===== src/rtl/motor_pwm_driver_pkg.sv =====
// ---------------------------------------------------------------------------
// motor_pkg
// Shared types and constants for the motor PWM driver slice.
//   - motor_state_e : driver FSM states (STOPPED, RUN, RAMP)
//   - LEVEL_W       : width of the duty level (0..9 fits in 4 bits)
//   - SEG_*         : active-low 7-segment codes, gfedcba bit order
//   - level_step    : saturating +/-1 helper for the duty level
// ---------------------------------------------------------------------------
package motor_pkg;

    localparam int LEVEL_W = 4;

    typedef enum logic [1:0] {
        STOPPED = 2'd0,
        RUN     = 2'd1,
        RAMP    = 2'd2
    } motor_state_e;

    localparam logic [6:0] SEG_0     = 7'b1000000;
    localparam logic [6:0] SEG_1     = 7'b1111001;
    localparam logic [6:0] SEG_2     = 7'b0100100;
    localparam logic [6:0] SEG_3     = 7'b0110000;
    localparam logic [6:0] SEG_4     = 7'b0011001;
    localparam logic [6:0] SEG_5     = 7'b0010010;
    localparam logic [6:0] SEG_6     = 7'b0000010;
    localparam logic [6:0] SEG_7     = 7'b1111000;
    localparam logic [6:0] SEG_8     = 7'b0000000;
    localparam logic [6:0] SEG_9     = 7'b0010000;
    localparam logic [6:0] SEG_BLANK = 7'b1111111;

    // Saturating single step: up wins only when dn is clear and vice versa.
    function automatic logic [LEVEL_W-1:0] level_step(
        input logic [LEVEL_W-1:0] lvl,
        input logic               up,
        input logic               dn,
        input logic [LEVEL_W-1:0] lmax
    );
        logic [LEVEL_W-1:0] res;
        res = lvl;
        if (up && !dn) begin
            if (lvl < lmax) begin
                res = lvl + LEVEL_W'(1);
            end else begin
                res = lmax;
            end
        end else if (dn && !up) begin
            if (lvl != {LEVEL_W{1'b0}}) begin
                res = lvl - LEVEL_W'(1);
            end else begin
                res = {LEVEL_W{1'b0}};
            end
        end else begin
            res = lvl;
        end
        return res;
    endfunction

endpackage


===== src/rtl/motor_pwm_driver_if.sv =====
// ---------------------------------------------------------------------------
// motor_pwm_driver_if
// Bundles the operator-side commands and motor-side outputs of the driver.
//   master : operator interface side (drives commands, observes outputs)
//   slave  : motor_pwm_driver side
// Signals:
//   motor_running  run command (1 = run)
//   swt_increase   increase request level
//   swt_decrease   decrease request level
//   pwm_out        registered PWM drive to the motor
//   duty_level     current target level 0..LEVEL_MAX
//   active         1 while the driver FSM is not STOPPED
//   display        active-low 7-segment code of duty_level (gfedcba)
// ---------------------------------------------------------------------------
interface motor_pwm_driver_if;
    import motor_pkg::*;

    logic               motor_running;
    logic               swt_increase;
    logic               swt_decrease;
    logic               pwm_out;
    logic [LEVEL_W-1:0] duty_level;
    logic               active;
    logic [6:0]         display;

    modport master (
        output motor_running, swt_increase, swt_decrease,
        input  pwm_out, duty_level, active, display
    );

    modport slave (
        input  motor_running, swt_increase, swt_decrease,
        output pwm_out, duty_level, active, display
    );

endinterface


===== src/rtl/motor_pwm_driver_seg7.sv =====
// ---------------------------------------------------------------------------
// seg7_decoder
// Converts a 4-bit value into an active-low 7-segment code (gfedcba).
// Values above 9 blank the digit.
//   value : 4-bit input value
//   seg   : active-low segment code
// ---------------------------------------------------------------------------
module seg7_decoder
    import motor_pkg::*;
(
    input  logic [LEVEL_W-1:0] value,
    output logic [6:0]         seg
);

    // Digit lookup, blank for anything outside 0..9.
    always_comb begin
        seg = SEG_BLANK;
        case (value)
            4'd0:    seg = SEG_0;
            4'd1:    seg = SEG_1;
            4'd2:    seg = SEG_2;
            4'd3:    seg = SEG_3;
            4'd4:    seg = SEG_4;
            4'd5:    seg = SEG_5;
            4'd6:    seg = SEG_6;
            4'd7:    seg = SEG_7;
            4'd8:    seg = SEG_8;
            4'd9:    seg = SEG_9;
            default: seg = SEG_BLANK;
        endcase
    end

endmodule


===== src/rtl/motor_pwm_driver.sv =====
// ---------------------------------------------------------------------------
// motor_pwm_driver
// Motor-side counterpart of the operator interface FSM. Holds a duty level
// 0..LEVEL_MAX driven by edge-detected increase/decrease requests and turns
// it into a PWM waveform of period LEVEL_MAX*STEP_CYCLES. The applied duty
// only changes at period boundaries (and at start), so a period is never cut.
//
// Ports:
//   clk   system clock
//   rst   synchronous, active-high reset
//   bus   motor_pwm_driver_if.slave (commands in, pwm/level/display out)
//
// Parameters:
//   STEP_CYCLES  clock cycles per duty step
//   LEVEL_MAX    highest duty level (100 % duty), at most 9
//   LEVEL_START  level loaded when the motor starts, at most LEVEL_MAX
//
// Build option:
//   SOFT_START_EN  when defined, starting enters a RAMP state that climbs
//                  from level 1 to LEVEL_START one step per completed period
//                  while ignoring increase/decrease requests.
// ---------------------------------------------------------------------------
module motor_pwm_driver
    import motor_pkg::*;
#(
    parameter int STEP_CYCLES = 100,
    parameter int LEVEL_MAX   = 9,
    parameter int LEVEL_START = 5
)
(
    input  logic          clk,
    input  logic          rst,
    motor_pwm_driver_if.slave bus
);

    localparam int PERIOD = LEVEL_MAX * STEP_CYCLES;
    // +1 so a compare equal to the full period still fits (constant-high duty).
    localparam int CNT_W  = $clog2(PERIOD + 1);

    localparam logic [CNT_W-1:0]   CNT_LAST  = CNT_W'(PERIOD - 1);
    localparam logic [CNT_W-1:0]   CNT_ZERO  = {CNT_W{1'b0}};
    localparam logic [LEVEL_W-1:0] LVL_ZERO  = {LEVEL_W{1'b0}};
    localparam logic [LEVEL_W-1:0] LVL_MAX   = LEVEL_W'(LEVEL_MAX);
    localparam logic [LEVEL_W-1:0] LVL_START = LEVEL_W'(LEVEL_START);

`ifdef SOFT_START_EN
    // A start level of 0 or 1 has nothing to ramp through.
    localparam bit           USE_RAMP    = (LEVEL_START > 1);
    localparam motor_state_e ENTRY_STATE = USE_RAMP ? RAMP : RUN;
    localparam logic [LEVEL_W-1:0] LVL_ENTRY = USE_RAMP ? LEVEL_W'(1) : LVL_START;
`else
    localparam motor_state_e ENTRY_STATE = RUN;
    localparam logic [LEVEL_W-1:0] LVL_ENTRY = LVL_START;
`endif

    function automatic logic [CNT_W-1:0] level_to_cmp(input logic [LEVEL_W-1:0] lvl);
        return CNT_W'(lvl) * CNT_W'(STEP_CYCLES);
    endfunction

    motor_state_e       state_r;
    motor_state_e       state_nxt_s;
    logic [CNT_W-1:0]   cnt_r;
    logic [CNT_W-1:0]   cnt_nxt_s;
    logic [CNT_W-1:0]   cmp_r;
    logic [CNT_W-1:0]   cmp_nxt_s;
    logic [LEVEL_W-1:0] level_r;
    logic [LEVEL_W-1:0] level_nxt_s;
    logic               load_cmp_s;
    logic               pwm_r;
    logic               pwm_nxt_s;
    logic               hist_inc_r;
    logic               hist_dec_r;
    logic               inc_evt_s;
    logic               dec_evt_s;
    logic               wrap_s;

    assign inc_evt_s = bus.swt_increase & ~hist_inc_r;
    assign dec_evt_s = bus.swt_decrease & ~hist_dec_r;
    assign wrap_s    = (cnt_r == CNT_LAST);

    // State register.
    always_ff @(posedge clk) begin
        if (rst) begin
            state_r <= STOPPED;
        end else begin
            state_r <= state_nxt_s;
        end
    end

    // Next-state decode; a dropped run command stops immediately from any state.
    always_comb begin
        state_nxt_s = state_r;
        case (state_r)
            STOPPED: begin
                if (bus.motor_running) begin
                    state_nxt_s = ENTRY_STATE;
                end else begin
                    state_nxt_s = STOPPED;
                end
            end
            RUN: begin
                if (!bus.motor_running) begin
                    state_nxt_s = STOPPED;
                end else begin
                    state_nxt_s = RUN;
                end
            end
            RAMP: begin
                if (!bus.motor_running) begin
                    state_nxt_s = STOPPED;
                end else if (wrap_s && ((level_r + LEVEL_W'(1)) >= LVL_START)) begin
                    state_nxt_s = RUN;
                end else begin
                    state_nxt_s = RAMP;
                end
            end
            default: begin
                state_nxt_s = STOPPED;
            end
        endcase
    end

    // Next counter, level, compare and PWM values.
    always_comb begin
        cnt_nxt_s   = cnt_r;
        level_nxt_s = level_r;
        load_cmp_s  = 1'b0;
        case (state_r)
            STOPPED: begin
                cnt_nxt_s = CNT_ZERO;
                if (bus.motor_running) begin
                    level_nxt_s = LVL_ENTRY;
                    load_cmp_s  = 1'b1;
                end else begin
                    level_nxt_s = LVL_ZERO;
                end
            end
            RUN: begin
                if (!bus.motor_running) begin
                    cnt_nxt_s   = CNT_ZERO;
                    level_nxt_s = LVL_ZERO;
                end else begin
                    cnt_nxt_s   = wrap_s ? CNT_ZERO : cnt_r + CNT_W'(1);
                    level_nxt_s = level_step(level_r, inc_evt_s, dec_evt_s, LVL_MAX);
                    load_cmp_s  = wrap_s;
                end
            end
            RAMP: begin
                if (!bus.motor_running) begin
                    cnt_nxt_s   = CNT_ZERO;
                    level_nxt_s = LVL_ZERO;
                end else begin
                    cnt_nxt_s   = wrap_s ? CNT_ZERO : cnt_r + CNT_W'(1);
                    level_nxt_s = wrap_s ? level_r + LEVEL_W'(1) : level_r;
                    load_cmp_s  = wrap_s;
                end
            end
            default: begin
                cnt_nxt_s   = CNT_ZERO;
                level_nxt_s = LVL_ZERO;
            end
        endcase

        // The compare follows the level that will be live in the new period.
        if (load_cmp_s) begin
            cmp_nxt_s = level_to_cmp(level_nxt_s);
        end else if (state_nxt_s == STOPPED) begin
            cmp_nxt_s = CNT_ZERO;
        end else begin
            cmp_nxt_s = cmp_r;
        end

        pwm_nxt_s = (state_nxt_s != STOPPED) && (cnt_nxt_s < cmp_nxt_s);
    end

    // Datapath registers and switch history.
    always_ff @(posedge clk) begin
        if (rst) begin
            cnt_r      <= CNT_ZERO;
            cmp_r      <= CNT_ZERO;
            level_r    <= LVL_ZERO;
            pwm_r      <= 1'b0;
            hist_inc_r <= 1'b0;
            hist_dec_r <= 1'b0;
        end else begin
            cnt_r      <= cnt_nxt_s;
            cmp_r      <= cmp_nxt_s;
            level_r    <= level_nxt_s;
            pwm_r      <= pwm_nxt_s;
            hist_inc_r <= bus.swt_increase;
            hist_dec_r <= bus.swt_decrease;
        end
    end

    assign bus.pwm_out    = pwm_r;
    assign bus.duty_level = level_r;
    assign bus.active     = (state_r != STOPPED);

    seg7_decoder u_seg7 (
        .value (level_r),
        .seg   (bus.display)
    );

endmodule


===== src/flat_wrapper.sv =====
// flat-port wrapper written by rule: the top's interface ports become plain ports
module motor_pwm_driver_flat import motor_pkg::*;
#(
    parameter int STEP_CYCLES = 100,
    parameter int LEVEL_MAX   = 9,
    parameter int LEVEL_START = 5
)
  (clk, rst, bus_motor_running, bus_swt_increase, bus_swt_decrease, bus_pwm_out, bus_duty_level, bus_active, bus_display);
  motor_pwm_driver_if bus_i ();
  input  logic clk;
  input  logic rst;
  input wire logic [$bits(bus_i.motor_running)-1:0] bus_motor_running;
  input wire logic [$bits(bus_i.swt_increase)-1:0] bus_swt_increase;
  input wire logic [$bits(bus_i.swt_decrease)-1:0] bus_swt_decrease;
  output wire logic [$bits(bus_i.pwm_out)-1:0] bus_pwm_out;
  output wire logic [$bits(bus_i.duty_level)-1:0] bus_duty_level;
  output wire logic [$bits(bus_i.active)-1:0] bus_active;
  output wire logic [$bits(bus_i.display)-1:0] bus_display;
  assign bus_i.motor_running = bus_motor_running;
  assign bus_i.swt_increase = bus_swt_increase;
  assign bus_i.swt_decrease = bus_swt_decrease;
  assign bus_pwm_out = bus_i.pwm_out;
  assign bus_duty_level = bus_i.duty_level;
  assign bus_active = bus_i.active;
  assign bus_display = bus_i.display;
  motor_pwm_driver #(.STEP_CYCLES(STEP_CYCLES), .LEVEL_MAX(LEVEL_MAX), .LEVEL_START(LEVEL_START)) u_core (.clk(clk), .rst(rst), .bus(bus_i));
endmodule

===== config.mk =====
export PLATFORM = sky130hd
export DESIGN_NAME = motor_pwm_driver_flat
export DESIGN_NICKNAME = d
export VERILOG_FILES = /design/src/rtl/motor_pwm_driver_pkg.sv /design/src/rtl/motor_pwm_driver_if.sv /design/src/rtl/motor_pwm_driver_seg7.sv /design/src/rtl/motor_pwm_driver.sv /design/src/flat_wrapper.sv
export SDC_FILE = /design/constraint.sdc
export NUM_CORES = 1
export LEC_CHECK = 0
export CAP_MARGIN = 20
export CORE_AREA = 2 2 68 70
export CTS_BUF_LIST = sky130_fd_sc_hd__clkbuf_16
export DETAILED_ROUTE_END_ITERATION = 8
export DIE_AREA = 0 0 70 72
export PLACE_DENSITY_LB_ADDON = 0.2
export SETUP_SLACK_MARGIN = 0.1
export SYNTH_ARGS = -nofsm -noshare
export SYNTH_HDL_FRONTEND = slang
export SYNTH_HIERARCHICAL = 1
export SYNTH_SLANG_ARGS = --single-unit

===== constraint.sdc =====
create_clock -name clk -period 7.9 [get_ports clk]
set_input_delay 1.58 -clock clk [delete_from_list [all_inputs] [get_ports clk]]
set_output_delay 1.58 -clock clk [all_outputs]
set_load 0.005 [all_outputs]

# Word-level counts from Yosys, hierarchy flattened
# Memories as Yosys holds them, arrays and structs flattened. A register that Yosys moved wholly into a read port is not among the register bits.
# Index checks and enable logic that the tools add are counted.
# op_classes
n_eq_ne	3
mux	22
bitwise_logic	4
reduce_logical	13
shifts	0
add_sub_neg	3
div_mod_pow	0
magnitude_cmp	3
mul	1
# op_table
cell	n
$mux 10	5
$mux 4	8
$pmux 4 s3	1
$add 10x1->10 const B	1
$eq 10x10->1 const B	1
$lt 10x10->1	1
$mul 4x5->8 const B	1
$add 4x1->4 const B	1
$ge 4x3->1 const B	1
$logic_and 1x1->1	4
$logic_not 2->1	2
$lt 4x4->1 const B	1
$mux 2	2
$pmux 2 s2	1
$reduce_bool 2->1	2
$reduce_bool 4->1	1
$reduce_or 2->1	2
$sub 4x1->4 const B	1
$mux 1	3
$mux 3	1
$and 1x1->1	2
$eq 2x1->1 const B	1
$eq 2x2->1 const B	1
$logic_not 1->1	2
other kinds (2)	3
# word_totals
memories	1
register_bits	29
latchBits	0
romBits	112
ram_bits	0
in_bits	5
# memory_table
name	depth	width	rd	rd_clocked_by_memory_dff	write_ports	line	source
(name not given)	16	7	1	1	0	motor_pwm_driver_seg7.sv:18	case (value)

# Logic depth before layout (Yosys ltp)
# Gate-level depths: netlist (run 1).
# logic_depth
depth_word	12
mapped_depth	20

# By module
# Netlist (run 1), hierarchy kept.
# by_module_without_submodules
module	instances	area_each_um2	cells_per_inst
motor_pwm_driver	1	2105.8	246
seg7_decoder	1	210.2	33

# Least setup slack after synthesis (run 1)
# Ideal clock, no wire load.
# synth_path
path_kind	input -> register
start	input port bus_swt_decrease
end	register u_core.pwm_r, in the netlist u_core/bus.pwm_out
setup_time_ns	0.091
cell_stages	17
slack_ns	3.175
path_buffers	1
arrival_time_ns	4.634
cell_sequence	nor2b_1 buf_4 xnor2_1 a211o_1 a211oi_2 nor2_1 ha_1 ha_1 inv_1 fa_1 a2bb2oi_1 ha_1 a21oi_1 nor2b_1 o21ai_0 nand4b_1 a311oi_1
# synth_between
elab_chain_cells	10
elab_cells_between_ends	12
cone_classes	1 x mul; 1 x order compare; 5 x mux; 1 x bitwise; 4 x reduce/logical
# synth_rtl
element	line	source
start, declared	flat_wrapper.sv:14	input wire logic [$bits(bus_i.swt_decrease)-1:0] bus_swt_decrease;
$and 1x1->1 *	motor_pwm_driver.sv:78	assign dec_evt_s = bus.swt_decrease & ~hist_dec_r;
$logic_and 1x1->1 or $logic_not 1->1 (tied branches)	motor_pwm_driver_pkg.sv:46, motor_pwm_driver_pkg.sv:40	
$mux 4 or $logic_and 1x1->1 (tied branches)	motor_pwm_driver_pkg.sv:46, motor_pwm_driver_pkg.sv:40	
$mux 4 *	motor_pwm_driver_pkg.sv:40	if (up && !dn) begin
$mux 4 *	motor_pwm_driver.sv:139	if (!bus.motor_running) begin
$pmux 4 s3 *	motor_pwm_driver.sv:128	case (state_r)
net u_core.level_nxt_s[0]	motor_pwm_driver.sv:67	logic [LEVEL_W-1:0] level_nxt_s;
$mul 4x5->8 *	motor_pwm_driver.sv:57	return CNT_W'(lvl) * CNT_W'(STEP_CYCLES);
$mux 10 *	motor_pwm_driver.sv:165	if (load_cmp_s) begin
$lt 10x10->1 *	motor_pwm_driver.sv:173	pwm_nxt_s = (state_nxt_s != STOPPED) && (cnt_nxt_s < cmp_nxt_s);
$logic_and 1x1->1 *	motor_pwm_driver.sv:173	
end signal, assigned	motor_pwm_driver.sv:189	pwm_r <= pwm_nxt_s;
end, declared	motor_pwm_driver.sv:69	logic pwm_r;
# The timed path passes the listed nets; every way through them passes the cells marked *.
# A chain may end at the register's enable or synchronous reset.

# Worst setup path after layout (run 1)
# Same ends and word-level chain as after synthesis.

==> run summary, run 1 <==
The buffer cell driving the clock tree root is sky130_fd_sc_hd__clkbuf_16. In the final design database the tool counted 326 nets. The commonest cells after synthesis are sky130_fd_sc_hd__nor2_1, sky130_fd_sc_hd__ha_1, sky130_fd_sc_hd__dfxtp_1. Synthesis inferred 29 register bits. After the first detailed-routing iteration, the DRC count stood at 167. The netlist area before placement was 2320 µm². The tools report the depth of the CTS H-tree as 2. In this run, post-CTS repair resized a total of 0 instances. For the fmax, the log shows 177 MHz. Data arrives at the worst endpoint at 5.83 ns.

In this run, CTS created clock tree buffers numbering 5. The run finished with clean final reports. During synthesis, Yosys emitted a total of 6 warnings.

The tools report the number of cells in the design after placement as 335. The number of routed nets with antenna violations came out at 0. In this run the core area contains 24 standard-cell rows. In this run, synthesis inferred 0 flip-flops with an integrated enable. From synthesis to final layout, the design area changed by 13.7%. The number of library cell types mapped by synthesis was 62. The run gives 399 as the number of filler cells placed in the layout.

The run gives 0 as the hold buffer count at cts. The top-area cell type share of the netlist area was 25.1%; the post-synthesis average cell area was 8.30 µm². The most used flip-flop cell after synthesis is sky130_fd_sc_hd__dfxtp_1. Along the worst path, the maximum fanout reaches 9.

The horizontal die dimension was 70 µm. Counting I/O delays and the setup requirement, the final critical path takes 5.65 ns. The number of endpoints with negative hold slack in the final report was 0.

After floorplanning, the core was sized to cover 4260 µm². Of the cells placed in the final design, the portion with a size suffix greater than 1 is 7.22%. The final clock period utilization by the worst path works out to 71.6%. Kind of start point of the critical path: a primary input. The detailed-router iteration count before antenna repair is 4.

The run gives 0.27 ns as the clock latency on the worst-skew pair. For this block, the via count after detailed routing is 1969. Traced cell by cell, the critical path runs through clkdlybuf4s50_1, nor2b_1, xnor2_1, a211o_1, a211oi_2, nor2_1, ha_1, ha_1, inv_1, fa_1, a2bb2oi_1, ha_1, a21oi_1, nor2b_1, o21ai_0, nand4b_1, a311oi_1.

For the initial antenna violation count, the log shows 0. Among cell families on the critical path, the largest total delay comes from compound AO/OA/AOI/OAI gates. The worst-case IR drop observed on VDD is 0.109 mV. For this run, the total global-route usage over all layers was measured as 21.4%. In this design, the critical path's most frequently occurring cell is sky130_fd_sc_hd__ha_1.

Type of destination of the critical path: a register. In the routed design, unresolved DRC markers number 0. Summed over all nets, the half-perimeter wirelength after detailed placement is 3.80 mm. The tools report the critical path data required time as 8.08 ns. Global routing used 27.5% of the available met1 tracks.

After detailed routing, the average wire length per cell comes to 14.7 µm. In this run the deepest clock path goes through 2 buffers. Once layout is complete, the cells apart from fillers number 343. The most numerous cell in the Yosys netlist is sky130_fd_sc_hd__nor2_1. Sequential cells were found to cover 25.1% of the synthesized design area. The tools report the leakage power total as 1.06 nW.

The global routing met3 resource utilization is 3.06%. 18 I/O pins were placed. On the critical path, the stage with the largest delay is an instance of sky130_fd_sc_hd__nor2b_1.

The cell type with the largest total area after synthesis was sky130_fd_sc_hd__dfxtp_1. For the aggregate global routing overflow, the log shows 0. The first global-routing pass estimated 8.70 mm of wire. The global routing usage on met2 was 37.0%.

For the number of clock sinks, the log shows 29. For the net count after synthesis, the log shows 315. The worst stage delay on the critical path is 0.52 ns. At the pin with the least slew margin, the transition time is 0.712 ns.

Setup repair after global routing left no endpoint under its margin. The tightest min-delay check is of the register to register type. Synthesis produced 279 cells. The worst clock skew on the final layout was 0.00569 ns; the largest net degree at the start of global routing was 24.

The relative max-transition margin is 52.3%. The run gives 0.414 mW as the post-route total power. The count of antenna diodes in the layout was 0; the detailed-route vias per instance was 5.74.

Power spread over the standard cell area amounts to 157 nW/µm². For this configuration, the core starts out at a cell density of 54.3%. Most heavily used metal layer in global routing: met2.

After synthesis, the share of flip-flops with an asynchronous set or reset is 0%. The die is 72 µm tall. In the post-synthesis netlist, the biggest area contributors are sky130_fd_sc_hd__dfxtp_1, sky130_fd_sc_hd__ha_1, sky130_fd_sc_hd__nor2_1.

The setup-violating endpoint count in the final report was 0; the full die area was 5040 µm². Summed over all failing endpoints, the final setup total negative slack is 0 ns. The tools report the final RePlAce weighted congestion as 0.834. The worst setup timing slack at the placement stage is 2.04 ns, and the clock transition at the registers of the reported paths is 0.05 ns. The via count of the first global-routing pass was 1915. The critical path is of the primary input to register type. TritonCTS built the clock tree. Across all setup checks in the final design, the least slack found is 2.25 ns.

Wires add up to 5.05 mm. The critical path contains buffers and inverters numbering 2 combined. Port buffering added 17 buffers. The number of setup buffers added after CTS is 0. The tool flagged a number of max-cap violations equal to 0.

The max-slew violation total from the final report came out at 0.
[worst register-to-register path: cells and delay by family (launching register included)]
kind	cells	cell delay [ns]
compound gates	7	1.51
fa+ha+maj	5	1.55
buf+inv	2	0.34
flops	1	0.70
simple gates	4	0.44
[routing by layer]
metal / routed length, µm / part of all wire (%)
met3: 227 / 4.5
met5: 0 / 0
met1: 2320 / 46
met4: 23 / 0.46
met2: 2480 / 49
[through the flow]
| step | instance area, µm² | utilization (%) | hold slack, ns |
|---|---|---|---|
| 2_1_floorplan | 2320 | - | 0.432 |
| 3_3_place_gp | 2470 | 57.9 | 0.440 |
| 3_5_place_dp | 2470 | 57.9 | 0.449 |
| 4_1_cts | 2630 | 61.7 | 0.462 |
| 5_1_grt | 2630 | 61.7 | 0.497 |
| 6_report | 2630 | 61.7 | 0.467 |
[area by class of cell]
cell class,instances,area [µm²],share of cell area (%)
tap,52,65.1,2.47
inverter,16,60.1,2.28
clock buffer,5,125,4.75
sequential,29,581,22.1
clock inverter,3,37.5,1.43
timing repair buffer,17,170,6.46
multi-input combinational,221,1590,60.6
[placed cells by master, fill, tap and decap left out, types with 2 or more instances in the layout]
cell type                          n
sky130_fd_sc_hd__o41ai_1           2
sky130_fd_sc_hd__a221oi_1          2
sky130_fd_sc_hd__xor2_1           10
sky130_fd_sc_hd__nor2_1           46
sky130_fd_sc_hd__dfxtp_1          29
sky130_fd_sc_hd__nor2b_1           6
sky130_fd_sc_hd__nand2b_1         11
sky130_fd_sc_hd__nand4_1           6
sky130_fd_sc_hd__a31oi_1           3
sky130_fd_sc_hd__nand4b_1          2
sky130_fd_sc_hd__a21o_1            2
sky130_fd_sc_hd__and3_1            5
sky130_fd_sc_hd__inv_1            17
sky130_fd_sc_hd__xnor2_1           5
sky130_fd_sc_hd__a2bb2oi_1         2
sky130_fd_sc_hd__nor3_1            3
sky130_fd_sc_hd__nand3_1          10
sky130_fd_sc_hd__o211ai_1          2
sky130_fd_sc_hd__a22oi_1           6
sky130_fd_sc_hd__nand2_1          12
sky130_fd_sc_hd__nor3b_2           2
sky130_fd_sc_hd__clkdlybuf4s50_1  17
sky130_fd_sc_hd__ha_1             30
sky130_fd_sc_hd__clkbuf_16         5
sky130_fd_sc_hd__o21ai_0          10
sky130_fd_sc_hd__or2_1             2
sky130_fd_sc_hd__a21oi_1           9
[power by group]
group / switching, mW / internal, mW
sequential: 0.00469 / 0.150
combinational: 0.0287 / 0.0241
clock: 0.0604 / 0.146
[sequential cells by signal (all words and copies together), names as in the netlist]
signal / cells
u_core/state_r: 2
u_core/bus.pwm_out: 1
u_core/hist_inc_r: 1
u_core/cnt_r: 10
u_core/cmp_r: 10
u_core/hist_dec_r: 1
u_core/bus.duty_level: 4
[final timing paths]
kind	from	endpoint	slack (ns)	depth (start not counted)
max reg2reg	u_core/bus.duty_level[0]	u_core/bus.pwm_out	3.26	18
min	u_core/cmp_r[4]	u_core/cmp_r[4]	0.47	2
min reg2reg	u_core/cmp_r[4]	u_core/cmp_r[4]	0.47	2
max	bus_swt_decrease	u_core/bus.pwm_out	2.25	17
[cell families (layout without fill, tap and decap cells)]
family,after synthesis,count (layout),share of synthesized area [%]
adders and majority gates,31,31,17.1
and+or+nand+nor,118,118,27.5
DFF,29,29,25.1
AOI/OAI and AO/OA,55,55,17.5
buffers and inverters,29,41,6.10
xor gates and xnor gates,15,15,5.67
muxes,2,2,1.08
Power figures use the tool's default switching activity.
==> run 2, diff against run 1 <==
--- a/config.mk
+++ b/config.mk
@@ -6,10 +6,10 @@
 export NUM_CORES = 1
 export LEC_CHECK = 0
 export CAP_MARGIN = 20
-export CORE_AREA = 2 2 68 70
+export CORE_AREA = 2 2 70 72
 export CTS_BUF_LIST = sky130_fd_sc_hd__clkbuf_16
 export DETAILED_ROUTE_END_ITERATION = 8
-export DIE_AREA = 0 0 70 72
+export DIE_AREA = 0 0 72 74
 export PLACE_DENSITY_LB_ADDON = 0.2
 export SETUP_SLACK_MARGIN = 0.1
 export SYNTH_ARGS = -nofsm -noshare
==> constraint.sdc (replaced) <==
create_clock -name clk -period 4.61 [get_ports clk]
set_input_delay 0.922 -clock clk [delete_from_list [all_inputs] [get_ports clk]]
set_output_delay 0.922 -clock clk [all_outputs]
set_load 0.005 [all_outputs]
==> run 2 against run 1 <==
Sequential power grew 69%. Critical endpoint unchanged. Power grew 65%. Die area grew 5.7%. Hold slack lost 0.011 ns. Register-to-register slack lost 2.8 ns. Sequential share of layout area shrank 1.3 points. Highest routed layer unchanged.
==> run summary, run 2 (synthesis results as in run 1) <==
Max-capacitance violation count: 0 (unchanged). Number of clock sinks: 29 (unchanged). The logs give 2046 (+3.9%) for the routed via count and 183 µm (-19%) for the sum of met3 wire segment lengths after detailed routing.

The logs give 0.41 ns (-2.85 ns) for the register-to-register path setup slack and 0 (unchanged) for the aggregate global routing overflow. For the via count of the first global-routing pass, the log shows 2017 (+5.3%). Amount of wire on met2 after detailed routing: 2.72 mm (+9.5%). The worst setup path is captured at a register. The worst path buffer plus inverter count is 3 (+1). The logs give 4 (unchanged) for the detailed-router iteration count before antenna repair and 343 (+5.2%) for the layout net count. The tools report the register area as 581 µm² (unchanged). The worst setup path is launched from a primary input. The post-route total power was 0.682 mW (+65%); the clock transition at the registers of the reported paths was 0.05 ns (about the same). The tools report the worst setup timing slack at the placement stage as -0.327 ns (-2.37 ns). The run gives 2.41 mm (+3.9%) as the routed length on met1. TritonCTS built the clock tree. The logs give 22.4% (+1.0 points) for the combined global-route utilization of all metal layers and 0 (unchanged) for the number of endpoints with negative hold slack in the final report.

The starting density of the core was 50.4% (-3.9 points); the setup-violating endpoint count in the final report was 0 (unchanged). Worst-margin pin slew: 0.786 ns (+0.0738 ns). The total CTS buffers is 5 (unchanged), and the detailed-route vias per instance is 5.65 (-1.5%). The class of the worst hold path was register to register.

The largest driver fanout on the critical path was 3 (-6). The clock latency on the worst-skew pair is 0.28 ns (about the same). The library cell used most frequently in the layout, excluding fill and tap cells, is sky130_fd_sc_hd__nor2_1. The worst stage delay on the critical path is 0.42 ns (-0.10 ns). The per-cell routed wire length is 15.0 µm (+1.9%). The total half-perimeter wirelength after legalization and detailed placement is 4.00 mm (+5.3%). The cell with the largest stage delay on the worst path is sky130_fd_sc_hd__fa_1. The count of antenna diodes in the layout was 0 (unchanged). The post-layout worst setup margin is 0.395 ns (-1.85 ns), and the largest net degree at the start of global routing is 24 (unchanged).

The tools report the relative max-transition margin as 47.4% (-4.9 points). Critical path's most frequent cell: sky130_fd_sc_hd__ha_1. The summed negative setup slack over all endpoints is 0 ns (unchanged). Timing would allow up to 237 MHz. For the area occupied by multi-input gates, the log shows 1650 µm² (+3.2%).

The worst clock skew on the final layout is 0.00258 ns (-0.00311 ns). The count of unresolved DRC violations after routing came out at 0 (unchanged). The final worst hold slack came out at 0.456 ns (-0.0108 ns).

The standard cell core area came out at 4600 µm² (+7.8%). The logs give 1.16 nW (+9.4%) for the leakage power total and 0.839 (+0.65%) for the final RePlAce weighted congestion. The count of non-filler cells in the finished layout came out at 362 (+5.5%). Setup repair after global routing left no endpoint under its margin. For the number of cell rows, the log shows 25 (+4.2%).

The power per standard cell area works out to 244 nW/µm² (+55%). Walking the worst path, the cells encountered are dlymetal6s2s_1, and2b_2, xnor2_1, a211o_1, a211oi_2, nor2_1, ha_1, ha_1, inv_1, fa_1, a2bb2oi_2, ha_1, buf_4, nand4_1, nor2_2, nand2_1, nand4b_1, a311oi_2. The logs give 4.40 ns (-1.43 ns) for the data arrival time of the worst path and 4.80 ns (-3.28 ns) for the critical path data required time. The library cells used most frequently in the layout, excluding fill and tap cells, are sky130_fd_sc_hd__nor2_1, sky130_fd_sc_hd__ha_1, sky130_fd_sc_hd__dfxtp_1, sky130_fd_sc_hd__buf_4, sky130_fd_sc_hd__inv_1.

The root buffer cell chosen for the clock tree is sky130_fd_sc_hd__clkbuf_16. Max-slew violation total from the final report: 0 (unchanged). Initial antenna violation count: 0 (unchanged). The final clock period utilization by the worst path was 91.4%. Depth of the CTS H-tree: 2 (unchanged). Uppermost metal layer occupied by signal nets: met4. The number of routed nets with antenna violations was 0 (unchanged). Subtracting the final worst setup slack from the clock period gives 4.22 ns. The horizontal die dimension is 72 µm (+2.9%). For the hold buffer count at cts, the log shows 0 (unchanged). The full die area is 5330 µm² (+5.7%). The tools report the number of filler cells placed in the layout as 431 (+8.0%).

Number of I/O pins: 18 (unchanged). The global-route wire length before repair came out at 9.36 mm (+7.5%). The number of buffer cells added on primary ports was 17 (unchanged).

The clock tree buffer depth is 2 (unchanged). The tools report the number of cells in the design after placement as 351 (+4.8%). The critical path in this run is classified as primary input to register. The run finished with clean final reports.

Category of cells accounting for the largest share of critical-path delay: adder cells. From synthesis to final layout, the design area changed by 20.9%. The final wirelength was 5.44 mm (+7.6%). The maximum VDD drop was 0.198 mV (+82%); the height of the die was 74 µm (+2.8%). The DRC marker count from the first detailed-route iteration is 104 (-38%). The fraction of final layout cells sized beyond drive strength 1 was 16.6% (+9.3 points).
run 2: cell types whose count changed in the layout (fill, tap and decap cells not counted), moves of 2 or more:
cell                              change
sky130_fd_sc_hd__dlymetal6s2s_1       +2
sky130_fd_sc_hd__buf_4               +17
sky130_fd_sc_hd__clkinv_2             +2
sky130_fd_sc_hd__clkdlybuf4s50_1      -2
run 2: metrics by stage:
| stage | cell area [µm²] | util [%] |
|---|---|---|
| 6_report | 2800 | 60.9 |
| 5_1_grt | 2800 | 60.9 |
| 4_1_cts | 2770 | 60.2 |
| 3_5_place_dp | 2580 | 56.1 |
| 3_3_place_gp | 2580 | 56.1 |
| 2_1_floorplan | 2320 | - |
run 2: worst paths after layout:
check,start,to,cells past startpoint
worst max-delay path,bus_swt_increase,u_core/bus.pwm_out,18
worst min-delay path,u_core/cmp_r[4],u_core/cmp_r[4],2
worst max register to register,u_core/cnt_r[0],u_core/bus.pwm_out,18
worst min register to register,u_core/cmp_r[4],u_core/cmp_r[4],2
run 2: cell type report:
type                    count  area share [%]
flip-flops and latches     29            20.7
inverters                  16            2.15
clock buffers               5            4.47
well taps                  54            2.41
clock inverters             3           0.626
repair buffers             34            10.8
multi-input cells         221            58.8
run 2: timing repair:
item,4_1_cts,5_1_grt
pin swaps,6,5
gates resized for setup,7,9
endpoints found under the hold margin,0,0
buffers inserted,3,0
setup endpoints to repair,1,1
gates cloned,0,0
run 2: worst min-delay path, delay by kind of cell (launching register included):
kind	cells	cell delay [ns]
compound gates	1	0.05
flops	1	0.29
simple gates	1	0.06
run 2: report_power, final:
group | total [mW] | switching (mW) | internal (mW)
clock | 0.311 | 0.114 | 0.197
combinational | 0.110 | 0.0571 | 0.0525
sequential | 0.262 | 0.00471 | 0.257
run 2: metal layers:
layer  up-vias  GRT usage, %
li1       1040             -
met3        13          3.66
met1       946          27.1
met5         -             0
met2        47          39.4
met4         0          9.85
